`src/rtl/noc_tx_port_queue_if.sv`:
```
// Packet type shared by the core, the egress queue and the mesh, plus the bundle of
// enqueue/transmit handshake signals used between them.
`timescale 1ns/1ps

package noc_tx_pkg;
  localparam int SRC_W = 4;

  typedef enum logic [1:0] {
    MSG_STATUS = 2'd0,
    MSG_REQ    = 2'd1,
    MSG_RESP   = 2'd2,
    MSG_EVENT  = 2'd3
  } msg_type_t;

  typedef struct packed {
    msg_type_t        msg_type;
    logic [SRC_W-1:0] src_id;
    logic [3:0]       dst_id;
    logic [15:0]      payload;
  } noc_packet_t;
endpackage

// Handshake rule on both sides: a transfer happens on a rising clk edge where valid
// and ready are both 1; the offering side holds valid and its data stable until then.
interface noc_tx_port_queue_if;
  import noc_tx_pkg::*;

  logic              enq_valid;
  logic              enq_ready;
  noc_packet_t       enq_pkt;
  logic [3:0]        enq_port_mask;
  noc_packet_t [3:0] tx_pkt;
  logic [3:0]        tx_valid;
  logic [3:0]        tx_ready;

  modport master (
    output enq_valid, enq_pkt, enq_port_mask, tx_ready,
    input  enq_ready, tx_pkt, tx_valid
  );

  modport slave (
    input  enq_valid, enq_pkt, enq_port_mask, tx_ready,
    output enq_ready, tx_pkt, tx_valid
  );
endinterface

```
`src/rtl/noc_tx_port_queue.sv`:
```
// Per-core egress queue: stamps src_id and fans each packet out atomically into N/S/E/W FIFOs.
// Define NOC_TX_STATS_EN to build the per-direction saturating sent counters.
`timescale 1ns/1ps

module noc_tx_port_queue
  import noc_tx_pkg::*;
#(
  parameter int DEPTH   = 4,
  parameter int CORE_ID = 0
) (
  input  logic                         clk,
  input  logic                         rst,
  input  logic                         flush,
  noc_tx_port_queue_if.slave           bus,
  output logic [3:0][$clog2(DEPTH):0]  occupancy,
  output logic [15:0]                  drop_count,
  output logic [3:0][15:0]             sent_count
);
  localparam int AW = $clog2(DEPTH);
  localparam int OW = AW + 1;

  noc_packet_t         mem [4][DEPTH];
  logic [3:0][AW-1:0]  rd_ptr;
  logic [3:0][AW-1:0]  wr_ptr;
  logic [3:0][OW-1:0]  occ;
  logic [3:0]          room;
  logic [3:0]          push;
  logic [3:0]          pop;
  logic [3:0]          vld;
  logic                accept;
  noc_packet_t         stamped;

  always_comb begin
    stamped        = bus.enq_pkt;
    stamped.src_id = SRC_W'(CORE_ID);
  end

  // Room is judged on this cycle's occupancy only, so a full FIFO that is draining still blocks.
  always_comb begin
    room = '0;
    for (int p = 0; p < 4; p++) begin
      room[p] = !bus.enq_port_mask[p] || (occ[p] < OW'(DEPTH));
    end
  end

  assign bus.enq_ready = !flush && (&room);
  assign accept        = bus.enq_valid && bus.enq_ready;
  assign push          = accept ? bus.enq_port_mask : 4'b0000;
  assign pop           = flush ? 4'b0000 : (vld & bus.tx_ready);

  always_comb begin
    vld        = '0;
    bus.tx_pkt = '0;
    for (int p = 0; p < 4; p++) begin
      vld[p] = (occ[p] != '0);
      if (vld[p]) begin
        bus.tx_pkt[p] = mem[p][rd_ptr[p]];
      end
    end
  end

  assign bus.tx_valid = vld;
  assign occupancy    = occ;

  always_ff @(posedge clk or posedge rst) begin
    if (rst) begin
      rd_ptr <= '0;
      wr_ptr <= '0;
      occ    <= '0;
    end else if (flush) begin
      rd_ptr <= '0;
      wr_ptr <= '0;
      occ    <= '0;
    end else begin
      for (int p = 0; p < 4; p++) begin
        if (push[p]) wr_ptr[p] <= wr_ptr[p] + AW'(1);
        if (pop[p])  rd_ptr[p] <= rd_ptr[p] + AW'(1);
        case ({push[p], pop[p]})
          2'b10:   occ[p] <= occ[p] + OW'(1);
          2'b01:   occ[p] <= occ[p] - OW'(1);
          default: occ[p] <= occ[p];
        endcase
      end
    end
  end

  // Storage carries no reset; tx_pkt is masked to zero whenever a FIFO is empty.
  always_ff @(posedge clk) begin
    for (int p = 0; p < 4; p++) begin
      if (push[p]) mem[p][wr_ptr[p]] <= stamped;
    end
  end

  always_ff @(posedge clk or posedge rst) begin
    if (rst) begin
      drop_count <= '0;
    end else if (accept && (bus.enq_port_mask == 4'b0000) && (drop_count != 16'hFFFF)) begin
      drop_count <= drop_count + 16'd1;
    end
  end

`ifdef NOC_TX_STATS_EN
  always_ff @(posedge clk or posedge rst) begin
    if (rst) begin
      sent_count <= '0;
    end else begin
      for (int p = 0; p < 4; p++) begin
        if (pop[p] && (sent_count[p] != 16'hFFFF)) sent_count[p] <= sent_count[p] + 16'd1;
      end
    end
  end
`else
  assign sent_count = '0;
`endif

endmodule

```
`src/flat_wrapper.sv`:
```
// flat-port wrapper written by rule: the top's interface ports become plain ports
module noc_tx_port_queue_flat import noc_tx_pkg::*;
#(
  parameter int DEPTH   = 4,
  parameter int CORE_ID = 0
)
  (clk, rst, flush, occupancy, drop_count, sent_count, bus_enq_valid, bus_enq_pkt, bus_enq_port_mask, bus_tx_ready, bus_enq_ready, bus_tx_pkt, bus_tx_valid);
  noc_tx_port_queue_if bus_i ();
  input  logic clk;
  input  logic rst;
  input  logic flush;
  output logic [3:0][$clog2(DEPTH):0] occupancy;
  output logic [15:0] drop_count;
  output logic [3:0][15:0] sent_count;
  input wire logic [$bits(bus_i.enq_valid)-1:0] bus_enq_valid;
  input wire logic [$bits(bus_i.enq_pkt)-1:0] bus_enq_pkt;
  input wire logic [$bits(bus_i.enq_port_mask)-1:0] bus_enq_port_mask;
  input wire logic [$bits(bus_i.tx_ready)-1:0] bus_tx_ready;
  output wire logic [$bits(bus_i.enq_ready)-1:0] bus_enq_ready;
  output wire logic [$bits(bus_i.tx_pkt)-1:0] bus_tx_pkt;
  output wire logic [$bits(bus_i.tx_valid)-1:0] bus_tx_valid;
  assign bus_i.enq_valid = bus_enq_valid;
  assign bus_i.enq_pkt = bus_enq_pkt;
  assign bus_i.enq_port_mask = bus_enq_port_mask;
  assign bus_i.tx_ready = bus_tx_ready;
  assign bus_enq_ready = bus_i.enq_ready;
  assign bus_tx_pkt = bus_i.tx_pkt;
  assign bus_tx_valid = bus_i.tx_valid;
  noc_tx_port_queue #(.DEPTH(DEPTH), .CORE_ID(CORE_ID)) u_core (.clk(clk), .rst(rst), .flush(flush), .bus(bus_i), .occupancy(occupancy), .drop_count(drop_count), .sent_count(sent_count));
endmodule
```
`config.mk`:
```
export PLATFORM = sky130hd
export DESIGN_NAME = noc_tx_port_queue_flat
export DESIGN_NICKNAME = d
export VERILOG_FILES = /design/src/rtl/noc_tx_port_queue_if.sv /design/src/rtl/noc_tx_port_queue.sv /design/src/flat_wrapper.sv
export SDC_FILE = /design/constraint.sdc
export NUM_CORES = 1
export LEC_CHECK = 0
export ABC_AREA = 1
export CAP_MARGIN = 20
export CORE_UTILIZATION = 25
export CTS_CLUSTER_SIZE = 10
export DETAILED_ROUTE_END_ITERATION = 6
export GPL_ROUTABILITY_DRIVEN = 0
export PLACE_DENSITY_LB_ADDON = 0.25
export SLEW_MARGIN = 20
export SYNTH_ARGS = -nofsm -noshare
export SYNTH_HDL_FRONTEND = slang
export SYNTH_SLANG_ARGS = --single-unit
```
`constraint.sdc`:
```
create_clock -name clk -period 3.3 [get_ports clk]
set_clock_uncertainty 0.05 [all_clocks]
set_input_delay 0.33 -clock clk [delete_from_list [all_inputs] [get_ports clk]]
set_output_delay 0.33 -clock clk [all_outputs]
set_load 0.1 [all_outputs]
```
==> run metrics, run 1 <==
number of nets in the finished design=approximately 1.7k; reported max-cap violation count=0; Worst Setup End Kind=output port; number of rows created at floorplan=95; hold-fix buffers at CTS=0; total congestion overflow after global routing=0; number of setup violations in the final report=0; Design Power=approximately 16 mW; I/O Buffers=about 150; CTS resizes=0; pin count of the biggest net entering global routing=between 40 and 50; clock latency on the worst-skew pair=around 0.57 ns; post-detailed-routing wire length=roughly 43 mm; via count of the first global-routing pass=around 11k; Multi-input gate area=5290 um2; number of enable-type register cells in the synthesized netlist=around 350; Synth top area share=just over 60%; category of the worst setup path launch point=flip-flop; Placeable Area=about 67000 um2; worst hold path type=input pin to async pin; TNS Setup=0 ns; Worst Hold Slack=roughly 0.18 ns; Die Wd=approximately 260 um; xor/xnor share of the synthesized area=0.974%; actual slew at the worst max-slew pin=a little under 1 ns; CP Depth=5; power density over the cells=702 nW/um2; share of layout cells above drive strength 1=19.1%; number of synthesis warnings=0; library cell used as clock root buffer=clkbuf_16; Yosys top cell by area=edfxtp_1; number of buffers and inverters on the critical path=3; unrepaired setup endpoints after global routing=false; Setup WS post-layout=roughly 0.40 ns; post-synthesis sequential area ratio=68.8%; Avg Vias per Cell=around 4.3; Leak=approximately 7.9 nW; maximum fanout encountered on the critical timing path=26; mean cell area of the mapped netlist=around 11 um2; clock tree from TritonCTS=done; top-level port count=between 200 and 250; Vias=about 11k; Max Freq=around 340 MHz; detailed router's first-iteration violation count=~600; post-route minimum period=a little under 3 ns; dominant combinational cell family by area after synthesis=simple AND/OR/NAND/NOR gates; clock transition at the registers of the reported paths=0.05 ns; Inserted Clock Buffers=46; post-synthesis register bit count=about 400; final cell area excluding filler cells=roughly 22000 um2; Register Area=~12000 um2; Filler Cells Inserted=around 6.5k; Relative slew margins=about 34%; number of antenna violations at the first check in global routing=0; Area Growth Syn to Fin=31.7%; cell with the most instances after synthesis=nor2_1; Final Hold Vio Count=0; half-perimeter wire length after detailed placement=roughly 29 mm; vertical die dimension=262 um; Num Clock Sinks=roughly 400; wire length of the first global-routing pass=approximately 66 mm; post-route DRC violation count=0; largest vdd supply drop=around 600 uV; Compound-Gate Fraction of Synth Area=roughly 8.8%; Ant. Diodes=0; proportion of synthesized area in mux cells=0%; First-pass DRT Iterations=4; number of buffers between clock root and the deepest sink=3; Synth cell types=34; Area after DPL=21100 um2; overall track demand over capacity in global routing=12.4%; worst-case reg-to-reg path depth=14; Syn Inst Count=about 1.5k; minimum setup slack after placement=between 0.4 and 0.5 ns; Async S/R FF share, synth=roughly 11%; classification of the worst setup path=flip-flop to output port; number of post-CTS setup repair buffers=0; commonest cells in the netlist=nor2_1, edfxtp_1, o21ai_0; kind of cell adding the most delay to the critical path=buffers and inverters; dominant register cell in the synthesized netlist=edfxtp_1; peak per-stage delay on the critical path=between 0.5 and 0.6 ns; post-synthesis instance area=between 15000 and 20000 um2; floorplan die area=a little under 70000 um2; worst path cell trace=clkinv_1 -> buf_4 -> o21ai_0 -> a21oi_4 -> buf_12; Synth Area in Simple Gates=between 10% and 20%; required time of the worst setup path=2.92 ns; initial cell density of the core=between 20% and 30%; main area contributors after synthesis=edfxtp_1, nor2_1, dfrtp_1, o21ai_0, buf_4; routed length per placed instance=between 15 and 20 um; Period Utilization, post-route=~88%; number of pins exceeding their max-slew limit in the final report=0; antenna-violating nets left=0; post-synthesis share of cell area spent on full adders, half adders and majority gates=1.73%; Crit-path slowest cell=clkinv_1; data arrival time of the worst path=2.52 ns; H-tree lvl count=2; result of the run=completed
## stage by stage
stage          std cells  util (%)
2_1_floorplan       1570         -
5_1_grt             2555      33.3
3_3_place_gp        2488      31.3
6_report            2555      33.3
3_5_place_dp        2488      31.3
4_1_cts             2555      33.3
## sequential cells by signal, indices dropped and copies added, names as in the netlist
signal / flops
u_core.occupancy: 12
u_core.rd_ptr: 8
u_core.wr_ptr: 8
u_core.drop_count: 16
u_core.mem: 352
## worst reg2reg max path, stage by stage (launching register included)
cell and delay (ns):
dfrtp_1 0.46, nand2_1 0.16, nand3_4 0.11, nor2_8 0.18, nand3_2 0.24, nand2_2 0.18, inv_2 0.07, fa_1 0.37
xnor2_1 0.21, inv_1 0.07, nand2_1 0.07, nand2_1 0.05, inv_1 0.05, nand2_1 0.04, nand2_1 0.05
## area by class of cell
type | instances | share of cell area [%]
Sequential cell | 396 | 52.3
Multi-Input combinational cell | 947 | 23.7
Timing Repair Buffer | 192 | 12.0
Clock buffer | 60 | 5.39
Tap cell | 873 | 4.89
Inverter | 80 | 1.40
Clock inverter | 7 | 0.336
## layout by cell type, fill, tap and decap left out, drive strengths merged, types with 7 or more instances in the layout
cell type      instances
nand2                 98
o21ai                198
clkinv                10
clkdlybuf4s50         53
dfrtp                 44
edfxtp               352
xnor2                  7
a21oi                 99
clkbuf                60
conb                  80
inv                   77
buf                  139
nor2                 397
nand3                 26
ha                    17
xor2                  11
## logic make-up (layout without fill, tap and decap cells)
logic type | count (synthesis) | count (layout)
simple gates | 531 | 531
other cells | 1 | 80
buf+inv | 227 | 339
xor+xnor | 18 | 18
flops | 396 | 396
compound gates | 297 | 297
fa+ha+maj | 21 | 21
## power by group
part | switching (mW) | internal [mW] | total, mW | leakage (nW)
Combinational | 4.01 | 1.47 | 5.48 | 3.51
Sequential | 0.0929 | 5.63 | 5.72 | 3.77
Clock | 1.94 | 2.54 | 4.48 | 0.618
## path summary, 6_finish.rpt
kind	end	from	slack, ns
min in group clk	u_core.rd_ptr[6]$_DFFE_PP0P_	bus_tx_ready[3]	0.38
setup / recovery	bus_tx_pkt[35]	u_core.rd_ptr[2]$_DFFE_PP0P_	0.40
hold / removal	u_core.occupancy[3]$_DFFE_PP0P_	rst	0.18
hold reg to reg	u_core.drop_count[4]$_DFFE_PP0P_	u_core.drop_count[4]$_DFFE_PP0P_	0.47
setup reg to reg	u_core.occupancy[2]$_DFFE_PP0P_	u_core.occupancy[11]$_DFFE_PP0P_	0.89
max in group asynchronous	u_core.wr_ptr[4]$_DFFE_PP0P_	rst	2.34
## layer usage
layer  up-vias  share of wire, %  global-route usage (%)  wire (um)
met1      5312                45                    15.8      19300
met2       241                49                    21.3      20800
li1       5253                 -                       -          -
met5         -                 0                       0          0
met4         0               2.5                    4.52       1080
met3        58               3.6                    1.86       1560
(Power assumes the default switching activity.)
==> run 2: changes to the inputs <==
Settings changed: PLACE_DENSITY set to 0.54, PLACE_DENSITY_LB_ADDON 0.25 to unset.
==> run 2 against run 1 <==
  * Total power rose by 0.54%
  * Die area did not move
  * Wire length rose by 7.0%
  * Largest power group unchanged
  * Highest routed layer is now met5
==> run metrics, run 2 (synthesis gave the netlist of run 1 again) <==
result of the run=completed (unchanged); antenna-violating nets left=0 (unchanged); number of nets in the finished design=1726 (was 1722); half-perimeter wire length after detailed placement=28.6 mm (was 28.8 mm); non-filler cells in the finished layout=2577 (was 2555); worst-case reg-to-reg path depth=12 (was 14); number of pins exceeding their max-slew limit in the final report=0 (unchanged); clock transition at the registers of the reported paths=0.06 ns (was 0.05 ns); vertical die dimension=262 um (unchanged); First-pass DRT Iterations=5 (was 4); Period Utilization, post-route=89.8% (was 87.9%); Relative slew margins=29.2% (was 33.5%); final core utilization=33.4% (was 33.3%); worst setup path endpoint=bus_tx_pkt[79] (was bus_tx_pkt[35]); GRT met1 Usage=17.2% (was 15.8%); clock latency on the worst-skew pair=0.56 ns (was 0.57 ns); floorplan die area=68900 um2 (unchanged); Avg Vias per Cell=4.26 (was 4.25); required time of the worst setup path=2.92 ns (about the same); Worst Setup End Kind=output port (unchanged); Die Wd=262 um (unchanged); library cell used as clock root buffer=clkbuf_16 (unchanged); share of layout cells above drive strength 1=18.4% (was 19.1%); post-route DRC violation count=0 (unchanged); Num Clock Sinks=396 (unchanged); clock tree from TritonCTS=done (unchanged); overall track demand over capacity in global routing=13.2% (was 12.4%); initial cell density of the core=25.2% (unchanged); final cell area excluding filler cells=22400 um2 (was 22300 um2); routed length per placed instance=17.8 um (was 16.7 um); number of buffers between clock root and the deepest sink=3 (unchanged); wire length of the first global-routing pass=68.3 mm (was 66.0 mm); category of the worst setup path launch point=flip-flop (unchanged); reported max-cap violation count=0 (unchanged); crit path from=u_core.rd_ptr[6]$_DFFE_PP0P_ (was u_core.rd_ptr[2]$_DFFE_PP0P_); Largest register FFs=352 (unchanged); Setup WS post-layout=0.336 ns (was 0.400 ns); met2 demand-to-capacity share in global routing=21.9% (was 21.3%); Design Power=15.8 mW (was 15.7 mW); gr busiest metal=met2 (unchanged); Area after DPL=21100 um2 (about the same); number of rows created at floorplan=95 (unchanged); post-route minimum period=2.96 ns (was 2.90 ns); Placeable Area=67200 um2 (unchanged); classification of the worst setup path=flip-flop to output port (unchanged); number of antenna violations at the first check in global routing=5 (was 0); most frequent standard cell in the layout excluding fill and tap cells=nor2_1 (unchanged); via count of the first global-routing pass=10.6k (was 11.1k); actual slew at the worst max-slew pin=1.06 ns (was 0.994 ns); largest vdd supply drop=776 uV (was 600 uV); GR Util met3=2.43% (was 1.86%); pin count of the biggest net entering global routing=45 (was 47); most frequent cells in the layout=nor2_1, edfxtp_1, o21ai_0, buf_12, nand2_1 (was nor2_1, edfxtp_1, o21ai_0, nand2_1, buf_12); top-level port count=239 (unchanged); post-detailed-routing wire length=45.8 mm (was 42.8 mm); detailed router's first-iteration violation count=710 (was 602); Max Freq=337 MHz (was 345 MHz); total congestion overflow after global routing=0 (unchanged); Area Growth Syn to Fin=32.2% (was 31.7%); worst hold path type=input pin to async pin (unchanged); Leak=7.95 nW (was 7.89 nW); Final Hold Vio Count=0 (unchanged); power density over the cells=704 nW/um2 (was 702 nW/um2); hold-fix buffers at CTS=0 (unchanged); number of instances in the placed design=2492 (was 2488); minimum setup slack after placement=0.397 ns (was 0.429 ns); unrepaired setup endpoints after global routing=false (unchanged); I/O Buffers=154 (unchanged); capture point of the worst reg-to-reg path=u_core.occupancy[8]$_DFFE_PP0P_ (was u_core.occupancy[2]$_DFFE_PP0P_); number of post-CTS setup repair buffers=0 (unchanged); Vias=11.0k (was 10.9k); reg-to-reg startpoint=u_core.occupancy[5]$_DFFE_PP0P_ (was u_core.occupancy[11]$_DFFE_PP0P_); data arrival time of the worst path=2.58 ns (was 2.52 ns); Inserted Clock Buffers=46 (unchanged); CTS resizes=0 (unchanged); maximum fanout encountered on the critical timing path=27 (was 26); reg-to-reg slack, setup=0.90 ns (was 0.89 ns); number of setup violations in the final report=0 (unchanged); H-tree lvl count=2 (unchanged)
[run 2: changes by cell type in the layout (fill, tap and decap cells not counted), moves of 2 or more]
cell | before | now
buf_4 | 50 | 55
clkbuf_1 | 14 | 30
clkdlybuf4s50_1 | 53 | 49
clkinv_1 | 7 | 5
diode_2 | 0 | 4
nor2_1 | 377 | 393
nor2_2 | 17 | 1
[run 2: final cells by class]
| cell class | instances | area [um2] |
|---|---|---|
| Antenna cell | 4 | 10.0 |
| Clock buffer | 78 | 1300 |
| Clock inverter | 3 | 17.5 |
| Fill cell | 6550 | 44800 |
| Inverter | 80 | 314 |
| Multi-Input combinational cell | 947 | 5250 |
| Sequential cell | 396 | 11700 |
| Tap cell | 873 | 1090 |
| Timing Repair Buffer | 196 | 2750 |
[run 2: stage by stage]
stage / hold WS [ns] / TNS [ns]
finish: 0.191 / 0
global route: 0.233 / 0
CTS: 0.293 / 0
detailed placement: 0.474 / 0
global placement: 0.459 / 0
floorplan: 0.379 / -1.08
[run 2: routing by layer]
metal  vias to the layer above  routed length (um)
met5                         -                  13
met4                         2                1480
met3                        69                2460
met2                       360               22000
met1                      5251               19800
li1                       5288                   -
[run 2: worst min path at each step]
stage	start	endpoint	slack, ns
floorplan	bus_enq_pkt[0]	u_core.mem[0][0]$_DFFE_PP_	0.38
global placement	u_core.drop_count[3]$_DFFE_PP0P_	u_core.drop_count[3]$_DFFE_PP0P_	0.46
detailed placement	u_core.drop_count[8]$_DFFE_PP0P_	u_core.drop_count[8]$_DFFE_PP0P_	0.47
CTS	rst	u_core.drop_count[0]$_DFFE_PP0P_	0.29
global route	rst	u_core.drop_count[14]$_DFFE_PP0P_	0.23
finish	rst	u_core.drop_count[14]$_DFFE_PP0P_	0.19
[run 2: power by group]
group / switching [mW] / internal, mW / leakage, nW / total [mW]
combinational: 4.01 / 1.48 / 3.55 / 5.49
clock: 1.89 / 2.66 / 0.632 / 4.55
sequential: 0.0946 / 5.63 / 3.77 / 5.72
total: 6.00 / 9.77 / 7.95 / 15.8
[run 2: worst max-delay path: stages, from the launching register on]
cell,delay (ns)
dfrtp_1,0.35
clkinv_1,0.56
buf_4,0.45
o21ai_0,0.34
a21oi_4,0.12
buf_12,0.18
